--- config.mk ---
export PLATFORM = sky130hd
export DESIGN_NAME = host_sync
export DESIGN_NICKNAME = d
export VERILOG_FILES = /design/src/rtl/sync_pkg.sv /design/src/rtl/host_sync.sv
export SDC_FILE = /design/constraint.sdc
export NUM_CORES = 1
export LEC_CHECK = 0
export ABC_AREA = 1
export CORE_ASPECT_RATIO = 0.9
export CORE_MARGIN = 1.5
export CORE_UTILIZATION = 40
export DETAILED_ROUTE_END_ITERATION = 7
export PLACE_DENSITY = 0.67
export SLEW_MARGIN = 5
export SYNTH_ARGS = -nofsm -noshare
export SYNTH_HDL_FRONTEND = slang
export SYNTH_SLANG_ARGS = --single-unit
--- constraint.sdc ---
create_clock -name clk_i -period 2.1 [get_ports clk_i]
set_input_delay 0.21 -clock clk_i [delete_from_list [all_inputs] [get_ports clk_i]]
set_output_delay 0.21 -clock clk_i [all_outputs]
set_load 0.005 [all_outputs]
--- src/rtl/sync_pkg.sv ---
// Protocol constants shared by both ends of the host/peripheral serial link.
package sync_pkg;

  localparam int unsigned CmdWeBit   = 7;
  localparam int unsigned AdrWidth   = 4;
  localparam logic [7:0]  AckByte    = 8'h01;
  localparam logic [7:0]  WaitByte   = 8'h00;
  localparam logic [7:0]  FillerByte = 8'h00;

  // Command byte: write flag in the top bit, register address in the low bits.
  function automatic logic [7:0] cmd_byte(input logic we, input logic [AdrWidth-1:0] adr);
    logic [7:0] b;
    b = '0;
    b[CmdWeBit] = we;
    b[AdrWidth-1:0] = adr;
    return b;
  endfunction

endpackage

--- src/rtl/host_sync.sv ---
// Serial-link initiator: turns one register request into a command/data/poll
// byte sequence with a single exchange outstanding at a time.
module host_sync
  import sync_pkg::*;
#(
  parameter int unsigned PollMax = 255
) (
  input  logic                clk_i,
  input  logic                rst_ni,
  input  logic                req_valid_i,
  output logic                req_ready_o,
  input  logic                req_we_i,
  input  logic [AdrWidth-1:0] req_adr_i,
  input  logic [7:0]          req_dat_i,
  output logic                rsp_valid_o,
  output logic [7:0]          rsp_dat_o,
  output logic                rsp_err_o,
  output logic [7:0]          tx_data_o,
  output logic                tx_valid_o,
  input  logic                tx_ready_i,
  input  logic [7:0]          rx_data_i,
  input  logic                rx_valid_i
);

  typedef enum logic [2:0] {
    Idle,
    SendCmd,
    SendData,
    Poll,
    GetData,
    Respond
  } state_e;

  // The counter saturates at 255, so a larger limit is clamped to stay reachable.
  localparam logic [7:0] PollLimit = (PollMax > 255) ? 8'hFF : PollMax[7:0];

  state_e              state_reg, state_next;
  logic                outstanding_reg, outstanding_next;
  logic [7:0]          poll_cnt_reg, poll_cnt_next;
  logic [7:0]          rsp_dat_reg, rsp_dat_next;
  logic                rsp_err_reg, rsp_err_next;
  logic                we_reg;
  logic [AdrWidth-1:0] adr_reg;
  logic [7:0]          dat_reg;

  logic       tx_fire;
  logic       rx_fire;
  logic       accept;
  logic [7:0] poll_inc;

  assign tx_fire  = tx_valid_o && tx_ready_i;
  assign rx_fire  = rx_valid_i && outstanding_reg;
  assign accept   = req_valid_i && req_ready_o;
  assign poll_inc = (poll_cnt_reg == 8'hFF) ? 8'hFF : poll_cnt_reg + 8'd1;

  always_ff @(posedge clk_i) begin
    if (!rst_ni) begin
      state_reg       <= Idle;
      outstanding_reg <= 1'b0;
      poll_cnt_reg    <= '0;
      rsp_dat_reg     <= '0;
      rsp_err_reg     <= 1'b0;
      we_reg          <= 1'b0;
      adr_reg         <= '0;
      dat_reg         <= '0;
    end else begin
      state_reg       <= state_next;
      outstanding_reg <= outstanding_next;
      poll_cnt_reg    <= poll_cnt_next;
      rsp_dat_reg     <= rsp_dat_next;
      rsp_err_reg     <= rsp_err_next;
      if (accept) begin
        we_reg  <= req_we_i;
        adr_reg <= req_adr_i;
        dat_reg <= req_dat_i;
      end
    end
  end

  always_comb begin
    state_next       = state_reg;
    outstanding_next = outstanding_reg;
    poll_cnt_next    = poll_cnt_reg;
    rsp_dat_next     = rsp_dat_reg;
    rsp_err_next     = rsp_err_reg;

    // tx_valid_o is gated by outstanding_reg, so the two events never coincide.
    if (tx_fire) outstanding_next = 1'b1;
    if (rx_fire) outstanding_next = 1'b0;

    unique case (state_reg)
      Idle: begin
        if (accept) state_next = SendCmd;
      end
      SendCmd: begin
        if (rx_fire) begin
          state_next    = we_reg ? SendData : Poll;
          poll_cnt_next = '0;
        end
      end
      SendData: begin
        if (rx_fire) begin
          state_next    = Poll;
          poll_cnt_next = '0;
        end
      end
      Poll: begin
        if (rx_fire) begin
          if (rx_data_i == WaitByte) begin
            poll_cnt_next = poll_inc;
            if (poll_inc >= PollLimit) begin
              state_next   = Respond;
              rsp_err_next = 1'b1;
              rsp_dat_next = '0;
            end
          end else if (rx_data_i == AckByte) begin
            if (we_reg) begin
              state_next   = Respond;
              rsp_err_next = 1'b0;
              rsp_dat_next = '0;
            end else begin
              state_next = GetData;
            end
          end else begin
            state_next   = Respond;
            rsp_err_next = 1'b1;
            rsp_dat_next = '0;
          end
        end
      end
      GetData: begin
        if (rx_fire) begin
          state_next   = Respond;
          rsp_err_next = 1'b0;
          rsp_dat_next = rx_data_i;
        end
      end
      Respond: begin
        state_next = Idle;
      end
      default: begin
        state_next = Idle;
      end
    endcase
  end

  always_comb begin
    logic has_tx;
    has_tx      = 1'b0;
    tx_data_o   = '0;
    req_ready_o = rst_ni && (state_reg == Idle);
    rsp_valid_o = (state_reg == Respond);
    rsp_dat_o   = rsp_dat_reg;
    rsp_err_o   = rsp_err_reg;

    unique case (state_reg)
      SendCmd: begin
        has_tx    = 1'b1;
        tx_data_o = cmd_byte(we_reg, adr_reg);
      end
      SendData: begin
        has_tx    = 1'b1;
        tx_data_o = dat_reg;
      end
      Poll, GetData: begin
        has_tx    = 1'b1;
        tx_data_o = FillerByte;
      end
      default: begin
        has_tx    = 1'b0;
        tx_data_o = '0;
      end
    endcase

    tx_valid_o = has_tx && !outstanding_reg;
  end

endmodule

==> reports/qor_table.md <==
| Step | Quantity | Value |
| --- | --- | --- |
| status | Run status | complete, no violations |
| critical path | CP Class | reg -> out |
| synth | Synthesis-stage register bit count | 34 |
| timing | Number of hold violations in the final report | 0 |
| drt | Ratio of routed vias to standard cells | 4.702 |
| die | Placement Rows | 23 |
| synth | Area share of the leading cell type in the synthesized netlist | 37.23% |
| synth | Top FF cell, synth | sky130_fd_sc_hd__dfxtp_1 |
| drt | Drt pass-1 iters | 4 |
| final layout | Share of post-route cells with drive strength above 1 | 12.81% |
| die | Area of the core | 4432 sq um |
| drt | Iteration-0 DRC count of the detailed router | 61 |
| cts | Clock insertion delay at the later pin of the skew report | 0.28 ns |
| global route | Initial antenna violation count | 0 |
| job | Count of maximum capacitance violations | 0 |
| timing | Worst-margin pin slew | 0.3945 ns |
| synth | Most common library cells after synthesis | sky130_fd_sc_hd__nand2_1 (65), sky130_fd_sc_hd__dfxtp_1 (34), sky130_fd_sc_hd__a21oi_1 (33) |
| critical path | R2r setup slk | 0.23 ns |
| pwr | Leakage power of the design | 0.9904 nW |
| synth | Post-synthesis instance total | 269 |
| global route | Largest net degree at the start of global routing | 27 |
| die | Overall die height | 67.13 um |
| critical path | Worst Setup End Kind | output port |
| final layout | Final Cell Area | 2456 sq um |
| cts | Clock input transition at the sequential cells of the worst setup and hold paths | 0.06 ns |
| final layout | Post-layout nets | 348 |
| pwr | Largest vdd supply drop | 0.0004315 V |
| timing | Share of the cycle needed by the critical path after routing | 93.22% |
| synth | Largest cells by area after synthesis | sky130_fd_sc_hd__dfxtp_1 (37%), sky130_fd_sc_hd__nand2_1 (13%), sky130_fd_sc_hd__a21oi_1 (9.0%) |
| timing | Number of endpoints failing setup at the final stage | 0 |
| synth | Library cell with the largest summed area after synthesis | sky130_fd_sc_hd__dfxtp_1 |
| global route | Total routing usage reported by global routing | 18.19% |
| timing | Number of slew-limit violations in the final report | 0 |
| placed design | Buffers on Ports | 45 |
| global route | Global-route wire length before repair | 7024 um |
| synth | Async S/R FF share, synth | 0% |
| cts | CTS H-tree depth | 2 |
| critical path | Worst Path Arrival | 1.75 ns |
| critical path | Worst path required time | 1.89 ns |
| final layout | Inserted Diodes | 0 |
| cts | Clock root buffer master | sky130_fd_sc_hd__clkbuf_8 |
| cts | CTS tree | built |
| synth | Post-synth EDFFs | 0 |
| cts | Buffer levels on the longest clock path | 2 |
| critical path | Maximum fanout along the worst path | 7 |
| die | Die Footprint | 4985 sq um |
| critical path | Critical Path Source Type | flip-flop |
| timing | Worst hold margin | 0.4517 ns |
| timing | Skew final | 0.004675 ns |
| worst hold path | Class of the tightest hold or removal check | reg -> reg |
| cts | Number of buffers created by CTS | 5 |
| synth | Sequential share of the synthesized area | 37.23% |
| placed design | Placed standard-cell area | 2346 sq um |
| timing | Tightest slew margin relative to the limit | 73.64% |
| drt | Via count | 1796 |
| global route | Via count of the first global-routing pass | 1638 |
| synth | Most used standard cell by instance count after synthesis | sky130_fd_sc_hd__nand2_1 |
| placed design | Hpwl dp | 3066 um |
| cts | Clock tree sinks | 34 |
| drt | Total routed wirelength | 4068 um |
| global route | Total overflow reported by the global router | 0 |
| die | Horizontal extent of the die | 74.26 um |
| placed design | Placed cell count | 375 |
| drt | Post-detailed-route wirelength per cell | 10.65 um |
| die | Starting Density | 41.25% |
| final layout | Non-filler cells, final | 382 |
| cts | Number of hold buffers added after CTS | 0 |
| timing | RSZ-0062 raised after global routing | false |
| drt | Remaining design rule violation count | 0 |
| synth | Synthesized net count | 296 |
| pwr | Total power divided by cell area | 776.6 nW/um^2 |
| synth | Post-synth cell types | 30 |
| synth | Number of warnings printed during yosys synthesis | 0 |
| placed design | Global placement routability congestion | 0.8401 |
| final layout | Synth-to-layout area growth | 34.36% |
| die | I/O pin count | 46 |
| timing | Fmax | 510.8 MHz |
| timing | Setup_tns | 0 ns |
| timing | Crit path time final | 1.958 ns |
| synth | Post-synthesis instance area | 1828 sq um |
| synth | Post-synthesis area per instance | 6.796 sq um |
| drt | Remaining antenna violation count after routing | 0 |
==> power breakdown <==
group / leakage, nW / switching (mW) / internal [mW]
sequential: 0.277 / 0.0349 / 0.717
combinational: 0.670 / 0.373 / 0.308
clock: 0.0431 / 0.221 / 0.253
total: 0.990 / 0.629 / 1.28
==> logic make-up (layout without fill, tap and decap cells) <==
logic type | count (synthesis) | in the layout | share of synthesized area, %
and+or+nand+nor | 138 | 138 | 35.93
AOI/OAI and AO/OA | 55 | 55 | 15.95
buffers and inverters | 41 | 92 | 10.20
adders and majority gates | 1 | 1 | 0.6844
DFF | 34 | 34 | 37.23
==> worst max-delay path, cell delays in order (launching register included) <==
cell	delay, ns
sky130_fd_sc_hd__dfxtp_2	0.35
sky130_fd_sc_hd__inv_2	0.15
sky130_fd_sc_hd__nand3_2	0.19
sky130_fd_sc_hd__o22ai_1	0.22
sky130_fd_sc_hd__clkdlybuf4s50_1	0.54
==> path summary, 6_finish.rpt <==
path | end | depth (start not counted) | startpoint
setup reg to reg | rsp_dat_o[1] | 13 | poll_cnt_reg[1]
setup / recovery | tx_data_o[2] | 4 | state_reg[2]
hold reg to reg | dat_reg[5] | 2 | dat_reg[5]
hold / removal | dat_reg[5] | 2 | dat_reg[5]
==> through the flow <==
stage               setup WS [ns]  total power, mW  util [%]
floorplan                  0.4556            1.181         -
global placement           0.1941            1.413     52.94
detailed placement         0.2005            1.420     52.94
CTS                       0.04779            1.909     54.94
global route              0.04751            2.046     55.42
finish                     0.1424            1.907     55.42
==> what timing repair did <==
| item | 4_1_cts | 5_1_grt |
|---|---|---|
| resized for setup | 2 | 2 |
| setup buffers | 0 | 1 |
| setup endpoints to repair | 5 | 6 |
| pin swaps | 0 | 1 |
==> cells in the final DEF, fill, tap and decap left out <==
cell type                          n
sky130_fd_sc_hd__nor2_2            1
sky130_fd_sc_hd__nor3_2            3
sky130_fd_sc_hd__nand2_4           2
sky130_fd_sc_hd__o211ai_1          1
sky130_fd_sc_hd__nor2_8            1
sky130_fd_sc_hd__bufinv_8          1
sky130_fd_sc_hd__nand4_1           3
sky130_fd_sc_hd__nor3_1            3
sky130_fd_sc_hd__nand3b_1          1
sky130_fd_sc_hd__inv_1            25
sky130_fd_sc_hd__nor3b_1           1
sky130_fd_sc_hd__clkdlybuf4s50_1  45
sky130_fd_sc_hd__nand3_1          20
sky130_fd_sc_hd__nand2_1          65
sky130_fd_sc_hd__o21ai_0          14
sky130_fd_sc_hd__buf_4             8
sky130_fd_sc_hd__dfxtp_1          33
sky130_fd_sc_hd__o22ai_1           5
sky130_fd_sc_hd__nor2_1           27
sky130_fd_sc_hd__dfxtp_2           1
sky130_fd_sc_hd__clkbuf_8          6
sky130_fd_sc_hd__a21oi_1          33
sky130_fd_sc_hd__nand4_2           1
sky130_fd_sc_hd__inv_2             7
sky130_fd_sc_hd__ha_1              1
sky130_fd_sc_hd__o21ai_2           1
sky130_fd_sc_hd__nand3_2           1
sky130_fd_sc_hd__nand2_2           6
sky130_fd_sc_hd__and2_1            1
sky130_fd_sc_hd__a22o_1            1
sky130_fd_sc_hd__nor2_4            2
==> routing by layer <==
metal,vias up,share of wire (%),global-route usage (%)
met1,776,47,22.95
li1,976,-,-
met3,8,4.6,5.672
met5,-,0,0
met2,36,47,29.80
met4,0,1.4,5.455
==> cell type report <==
cell class | instances | area (sq um)
clock buffer | 6 | 82.58
fill | 469 | 1976
inverter | 33 | 137.6
multi-input combinational | 194 | 965.9
sequential | 34 | 681.9
tap | 62 | 77.57
timing repair buffer | 53 | 510.5
No activity file was read; power rests on OpenSTA's default activity.
